`src/rtl/synth_pkg.sv`:
```
// Shared definitions for the sound-series sequencer and its tone generator.
package synth_pkg;

   // Note codes carried on the 4-bit note stream.
   typedef enum logic [3:0] {
      C   = 4'h0,
      Cs  = 4'h1,
      D   = 4'h2,
      Ds  = 4'h3,
      E   = 4'h4,
      F   = 4'h5,
      Fs  = 4'h6,
      G   = 4'h7,
      Gs  = 4'h8,
      A   = 4'h9,
      As  = 4'hA,
      B   = 4'hB,
      Ch  = 4'hC,
      OFF = 4'hF
   } tone_t;

   // Highest code that produces a pitch; everything above is a rest.
   localparam logic [3:0] NOTE_MAX = 4'hC;

   // Envelope FSM states.
   typedef enum logic [1:0] {
      IDLE,
      ATTACK,
      SUSTAIN,
      RELEASE
   } env_state_t;

   // Half-period in 10 MHz clock cycles for each playable note (C4..C5).
   function automatic logic [14:0] half_period(input logic [3:0] code);
      case (code)
         4'h0:    half_period = 15'd19111;
         4'h1:    half_period = 15'd18039;
         4'h2:    half_period = 15'd17026;
         4'h3:    half_period = 15'd16071;
         4'h4:    half_period = 15'd15169;
         4'h5:    half_period = 15'd14317;
         4'h6:    half_period = 15'd13514;
         4'h7:    half_period = 15'd12755;
         4'h8:    half_period = 15'd12039;
         4'h9:    half_period = 15'd11364;
         4'hA:    half_period = 15'd10726;
         4'hB:    half_period = 15'd10124;
         4'hC:    half_period = 15'd9556;
         default: half_period = '0;
      endcase
   endfunction

endpackage

```
`src/rtl/tone_divider.sv`:
```
// Square-wave phase generator with glitch-free pitch changes: a new
// half-period is parked in pend_hp and only takes effect at a phase boundary.
module tone_divider (
   input  logic        clk,
   input  logic        n_rst,
   input  logic        start,
   input  logic        run,
   input  logic        load_pend,
   input  logic [14:0] lut_hp,
   output logic        phase
);

   logic [14:0] cnt;
   logic [14:0] pend_hp;
   logic [14:0] active_hp;

   // Phase counter; counts elapsed cycles up to active_hp-1 rather than
   // down to 0, which gives the same phase lengths and keeps active_hp
   // as the live compare value.
   always_ff @(posedge clk or negedge n_rst) begin
      if (!n_rst) begin
         cnt       <= '0;
         pend_hp   <= '0;
         active_hp <= '0;
         phase     <= 1'b1;
      end else if (start) begin
         cnt       <= '0;
         pend_hp   <= lut_hp;
         active_hp <= lut_hp;
         phase     <= 1'b1;
      end else begin
         if (load_pend) begin
            pend_hp <= lut_hp;
         end
         if (run) begin
            if (cnt == active_hp - 15'd1) begin
               cnt       <= '0;
               phase     <= ~phase;
               active_hp <= pend_hp;
            end else begin
               cnt <= cnt + 15'd1;
            end
         end
      end
   end

endmodule

```
`src/rtl/note_tone_gen.sv`:
```
// Note-code to square-wave voice with a linear attack/release envelope,
// producing an unsigned 8-bit sample centred on 128.
module note_tone_gen
   import synth_pkg::*;
#(
   parameter int unsigned ENV_DIV = 1024,
   parameter int unsigned AMP_MAX = 127
) (
   input  logic       clk,
   input  logic       n_rst,
   input  logic [3:0] note_in,
   input  logic       en,
   output logic [7:0] wave_out,
   output logic       note_active
);

   localparam logic [15:0] PRESC_LAST = 16'(ENV_DIV - 1);
   localparam logic [6:0]  AMP_TOP    = 7'(AMP_MAX);

   logic [3:0]  note_q;
   env_state_t  state;
   env_state_t  state_next;
   logic [6:0]  amp;
   logic [6:0]  amp_next;
   logic [15:0] presc;
   logic        tick;
   logic        valid;
   logic        start;
   logic        run;
   logic        phase;
   logic [14:0] lut_hp;

   assign valid       = en && (note_q <= NOTE_MAX);
   assign start       = (state == IDLE) && valid;
   assign run         = (state != IDLE);
   assign tick        = (presc == PRESC_LAST);
   assign lut_hp      = half_period(note_q);
   assign note_active = (state != IDLE);

   // Register the incoming note so the FSM never sees note_in directly.
   always_ff @(posedge clk or negedge n_rst) begin
      if (!n_rst) begin
         note_q <= OFF;
      end else begin
         note_q <= note_in;
      end
   end

   // Envelope step prescaler; parked at 0 while the voice is idle.
   always_ff @(posedge clk or negedge n_rst) begin
      if (!n_rst) begin
         presc <= '0;
      end else if (state == IDLE || tick) begin
         presc <= '0;
      end else begin
         presc <= presc + 16'd1;
      end
   end

   // Envelope state and amplitude registers.
   always_ff @(posedge clk or negedge n_rst) begin
      if (!n_rst) begin
         state <= IDLE;
         amp   <= '0;
      end else begin
         state <= state_next;
         amp   <= amp_next;
      end
   end

   // Envelope next-state and amplitude stepping.
   always_comb begin
      state_next = state;
      amp_next   = amp;
      case (state)
         IDLE: begin
            amp_next = '0;
            if (valid) begin
               state_next = ATTACK;
            end
         end
         ATTACK: begin
            if (!valid) begin
               state_next = RELEASE;
            end else if (amp >= AMP_TOP) begin
               state_next = SUSTAIN;
            end else if (tick) begin
               amp_next = amp + 7'd1;
               if (amp_next == AMP_TOP) begin
                  state_next = SUSTAIN;
               end
            end
         end
         SUSTAIN: begin
            if (!valid) begin
               state_next = RELEASE;
            end
         end
         RELEASE: begin
            if (valid) begin
               state_next = ATTACK;
            end else if (amp == '0) begin
               state_next = IDLE;
            end else if (tick) begin
               amp_next = amp - 7'd1;
            end
         end
         default: begin
            state_next = IDLE;
            amp_next   = '0;
         end
      endcase
   end

   tone_divider u_tone_divider (
      .clk       (clk),
      .n_rst     (n_rst),
      .start     (start),
      .run       (run),
      .load_pend (valid),
      .lut_hp    (lut_hp),
      .phase     (phase)
   );

   // Map phase and amplitude onto the unsigned sample.
   always_comb begin
      wave_out = phase ? (8'd128 + {1'b0, amp}) : (8'd128 - {1'b0, amp});
   end

endmodule
```
`config.mk`:
```
export PLATFORM = sky130hd
export DESIGN_NAME = note_tone_gen
export DESIGN_NICKNAME = d
export VERILOG_FILES = /design/src/rtl/synth_pkg.sv /design/src/rtl/tone_divider.sv /design/src/rtl/note_tone_gen.sv
export SDC_FILE = /design/constraint.sdc
export NUM_CORES = 1
export LEC_CHECK = 0
export CAP_MARGIN = 10
export CELL_PAD_IN_SITES_DETAIL_PLACEMENT = 1
export CELL_PAD_IN_SITES_GLOBAL_PLACEMENT = 1
export CORE_MARGIN = 2
export CORE_UTILIZATION = 48
export CTS_CLUSTER_DIAMETER = 50
export CTS_CLUSTER_SIZE = 12
export DETAILED_ROUTE_END_ITERATION = 16
export PLACE_DENSITY = 0.93
export SLEW_MARGIN = 40
export SYNTH_ARGS = -nofsm -noshare
export SYNTH_HDL_FRONTEND = slang
export SYNTH_SLANG_ARGS = --single-unit
```
`constraint.sdc`:
```
create_clock -name clk -period 4.2 [get_ports clk]
set_clock_uncertainty 0.1 [all_clocks]
set_input_delay 1.05 -clock clk [delete_from_list [all_inputs] [get_ports clk]]
set_output_delay 1.05 -clock clk [all_outputs]
set_load 0.01 [all_outputs]
```
==> metrics.md <==
| Metric | Value |
|---|---|
| Status | complete, no violations |
| Worst-skew pair later-pin latency | ~0.36 ns |
| Die Wd | roughly 100 um |
| Mapped Avg Cell Area | roughly 8.8 um2 |
| Slowest CP cell | clkdlybuf4s50_1 |
| HPWL Detailed | approximately 8300 um |
| FP Rows | 35 |
| Hold buffers post-CTS | 0 |
| Lkg Pwr | about 0.0022 uW |
| Drt pass-1 iters | 4 |
| Type of origin of the critical path | flop |
| CTS Buffer Depth | 2 |
| WL/cell | between 15 and 20 um |
| Post-synthesis instance total | 523 |
| Routed via count | 3940 |
| Share of post-route cells with drive strength above 1 | just under 7% |
| Synthesized area | ~0.0046 mm2 |
| Peak supply drop | 0.000339 V |
| Layout area overhead | 9.12% |
| Final wirelength | approximately 12000 um |
| First-pass GRT wire length | between 20000 and 25000 um |
| Hold Crit Class | flop to flop |
| Initial Util | between 40% and 50% |
| Sequential element share of the synthesized area | between 40% and 50% |
| Synth area leader | dfrtp_1 |
| CP Data Arrival Time | approximately 2.6 ns |
| Total power draw | between 3000 and 4000 uW |
| Share of flip-flops with an asynchronous set or reset | 100% |
| Final Slew Violations | 0 |
| Final number of setup-violating endpoints | 0 |
| Worst slew margin | 47.3% |
| Setup TNS | 0 ns |
| Sink Count | 75 |
| Port Buffer Count | 15 |
| Die H | roughly 100 um |
| Iteration-0 DRC Markers | between 150 and 200 |
| Final worst setup slack | ~0.47 ns |
| Overflow after GRT | 0 |
| Post-route cell area | around 0.0050 mm2 |
| Core Region | 0.00928 mm2 |
| Worst slew pin tran | about 0.8 ns |
| Reg clk slew, reported paths | about 0.08 ns |
| F_max | around 270 MHz |
| Num CTS Buffers | 9 |
| # IOs | 16 |
| RSZ-0062 raised after global routing | false |
| Pre-CTS setup slack | 0.723 ns |
| Crit end category | primary output |
| Most frequent cells in the layout | nor2_1, dfrtp_1, nand2_1, xor2_1, nand3_1 |
| Placer Congestion | between 0.9 and 1 |
| Synth cell types | slightly above 60 |
| Syn. warnings | 0 |
| Mapped Nets | 547 |
| Postcts setup bufs | 0 |
| CP required | 3.05 ns |
| Nets | 547 |
| Ranking of synthesized cells by area | dfrtp_1, nor2_1, xor2_1 |
| #FFs+latches synth | 75 |
| All-Layer GR Usage | 25.2% |
| Vias in the first global route | between 4000 and 5000 |
| Predominant post-synthesis flop cell | dfrtp_1 |
| Post-synth EDFFs | 0 |
| Vias per cell | roughly 6.0 |
| Cells along the critical path | inv_1, ha_1, nand2_1, nor3_1, nor2_1, xor2_1, clkdlybuf4s50_1 |
| TritonCTS clock tree | built |
| Max-cap violations | 0 |
| Tmin final | approximately 3.7 ns |
| # DRC | 0 |
| Max FO, Critical Path | 9 |
| Ant. Diodes | 0 |
| PostCTS Resize Cnt | 0 |
| Fin crit share | around nine tenths |
| Fin util | between 50% and 60% |
| H-tree depth | 3 |
| Detail Route Antenna Nets | 0 |
| Final Hold Vio Count | 0 |
| Max stage delay on crit path | approximately 0.57 ns |
| Root buffer cell | clkbuf_8 |
| # fillers | around 1100 |
| CP Class | flop to primary output |
| Die area | 0.0104 mm2 |
| Largest net degree at the start of global routing | 76 |
| Top-area cell type share of the netlist area | ~38% |
| Initial antenna violation count | 0 |
| Placed inst area | slightly below 0.005 mm2 |
| PwrDens | about 650 mW/mm2 |
==> per-stage QoR <==
stage	cells	hold WS, ns
2_1_floorplan	523	0.348
3_3_place_gp	641	0.362
3_5_place_dp	641	0.374
4_1_cts	657	0.403
5_1_grt	657	0.440
6_report	657	0.400
==> worst paths after layout <==
| path | from | slack [ns] | end | depth (start not counted) |
|---|---|---|---|---|
| setup / recovery | amp[0] | 0.47 | wave_out[6] | 7 |
| setup reg to reg | u_tone_divider.active_hp[0] | 0.64 | u_tone_divider.active_hp[5] | 7 |
| hold reg to reg | u_tone_divider.pend_hp[9] | 0.40 | u_tone_divider.pend_hp[9] | 2 |
| hold / removal | u_tone_divider.pend_hp[9] | 0.40 | u_tone_divider.pend_hp[9] | 2 |
| min in group asynchronous | n_rst | 0.61 | amp[0] | 1 |
| max in group asynchronous | n_rst | 2.92 | u_tone_divider.active_hp[11] | 1 |
==> Yosys cell counts, types with 2 or more instances <==
cell / number
a31o_2: 2
o211ai_1: 2
a311o_1: 2
xor2_1: 29
o22ai_1: 2
a22o_1: 2
inv_2: 3
dfrtp_1: 70
nand3_1: 26
nand2b_1: 6
o31ai_1: 3
or3_1: 7
dfstp_2: 5
buf_2: 2
xnor2_1: 16
nor3_1: 11
nand2_1: 43
a31oi_1: 3
or4_1: 5
a21o_1: 4
o21ai_1: 10
clkbuf_1: 25
and4_1: 2
nor2b_1: 6
nor4b_1: 2
nand3b_1: 5
nor4_1: 9
a22oi_1: 3
mux2i_1: 8
nor3b_1: 3
and2_1: 4
nor2_1: 70
o21ai_0: 18
a221o_1: 17
and3_1: 6
a211oi_1: 3
ha_1: 17
nand4_1: 8
a21oi_1: 25
inv_1: 17
==> worst max-delay path: cells and delay by family, from the launching register on <==
family,cells,cell delay (ns)
buf+inv,2,0.74
simple gates,3,0.50
fa+ha+maj,1,0.30
xor+xnor,1,0.21
flops,1,0.48
==> layout make-up <==
| type | count | area (um2) | area share [%] |
|---|---|---|---|
| Timing Repair Buffer | 19 | 181 | 3.61 |
| Inverter | 20 | 75.1 | 1.49 |
| Multi-Input combinational cell | 398 | 2530 | 50.3 |
| Tap cell | 129 | 161 | 3.21 |
| Clock inverter | 7 | 76.3 | 1.52 |
| Clock buffer | 9 | 124 | 2.46 |
| Sequential cell | 75 | 1880 | 37.4 |
==> logic make-up after synthesis <==
kind of cell / count (synthesis) / synth area share, %
muxes: 10 / 2.22
buffers and inverters: 50 / 4.37
xor gates and xnor gates: 45 / 8.55
DFF: 75 / 40.8
AOI/OAI and AO/OA: 105 / 15.5
adders and majority gates: 17 / 4.61
and+or+nand+nor: 221 / 23.9
==> registers in the layout, indices dropped and copies added, names as in the netlist <==
register	flops
u_tone_divider.active_hp	15
note_q	4
u_tone_divider.pend_hp	15
amp	7
u_tone_divider.phase	1
presc	16
state	2
u_tone_divider.cnt	15
==> report_power, final <==
group	leakage [uW]	switching [uW]	total [uW]	internal, uW
logic	0.00114	815	1480	660
clock network	0.0000958	298	576	277
registers	0.000951	317	1220	908
==> per-layer routing <==
metal  vias up  track usage [%]  share of wire, %  wire [um]
met4         0             6.46               1.4        165
li1       1859                -                 -          -
met3        16             3.83               2.3        285
met2        62             42.8                51       6240
met1      2003             33.9                45       5520
met5         -                0                 0          0
Note: power is estimated with default switching activity, not from simulation.
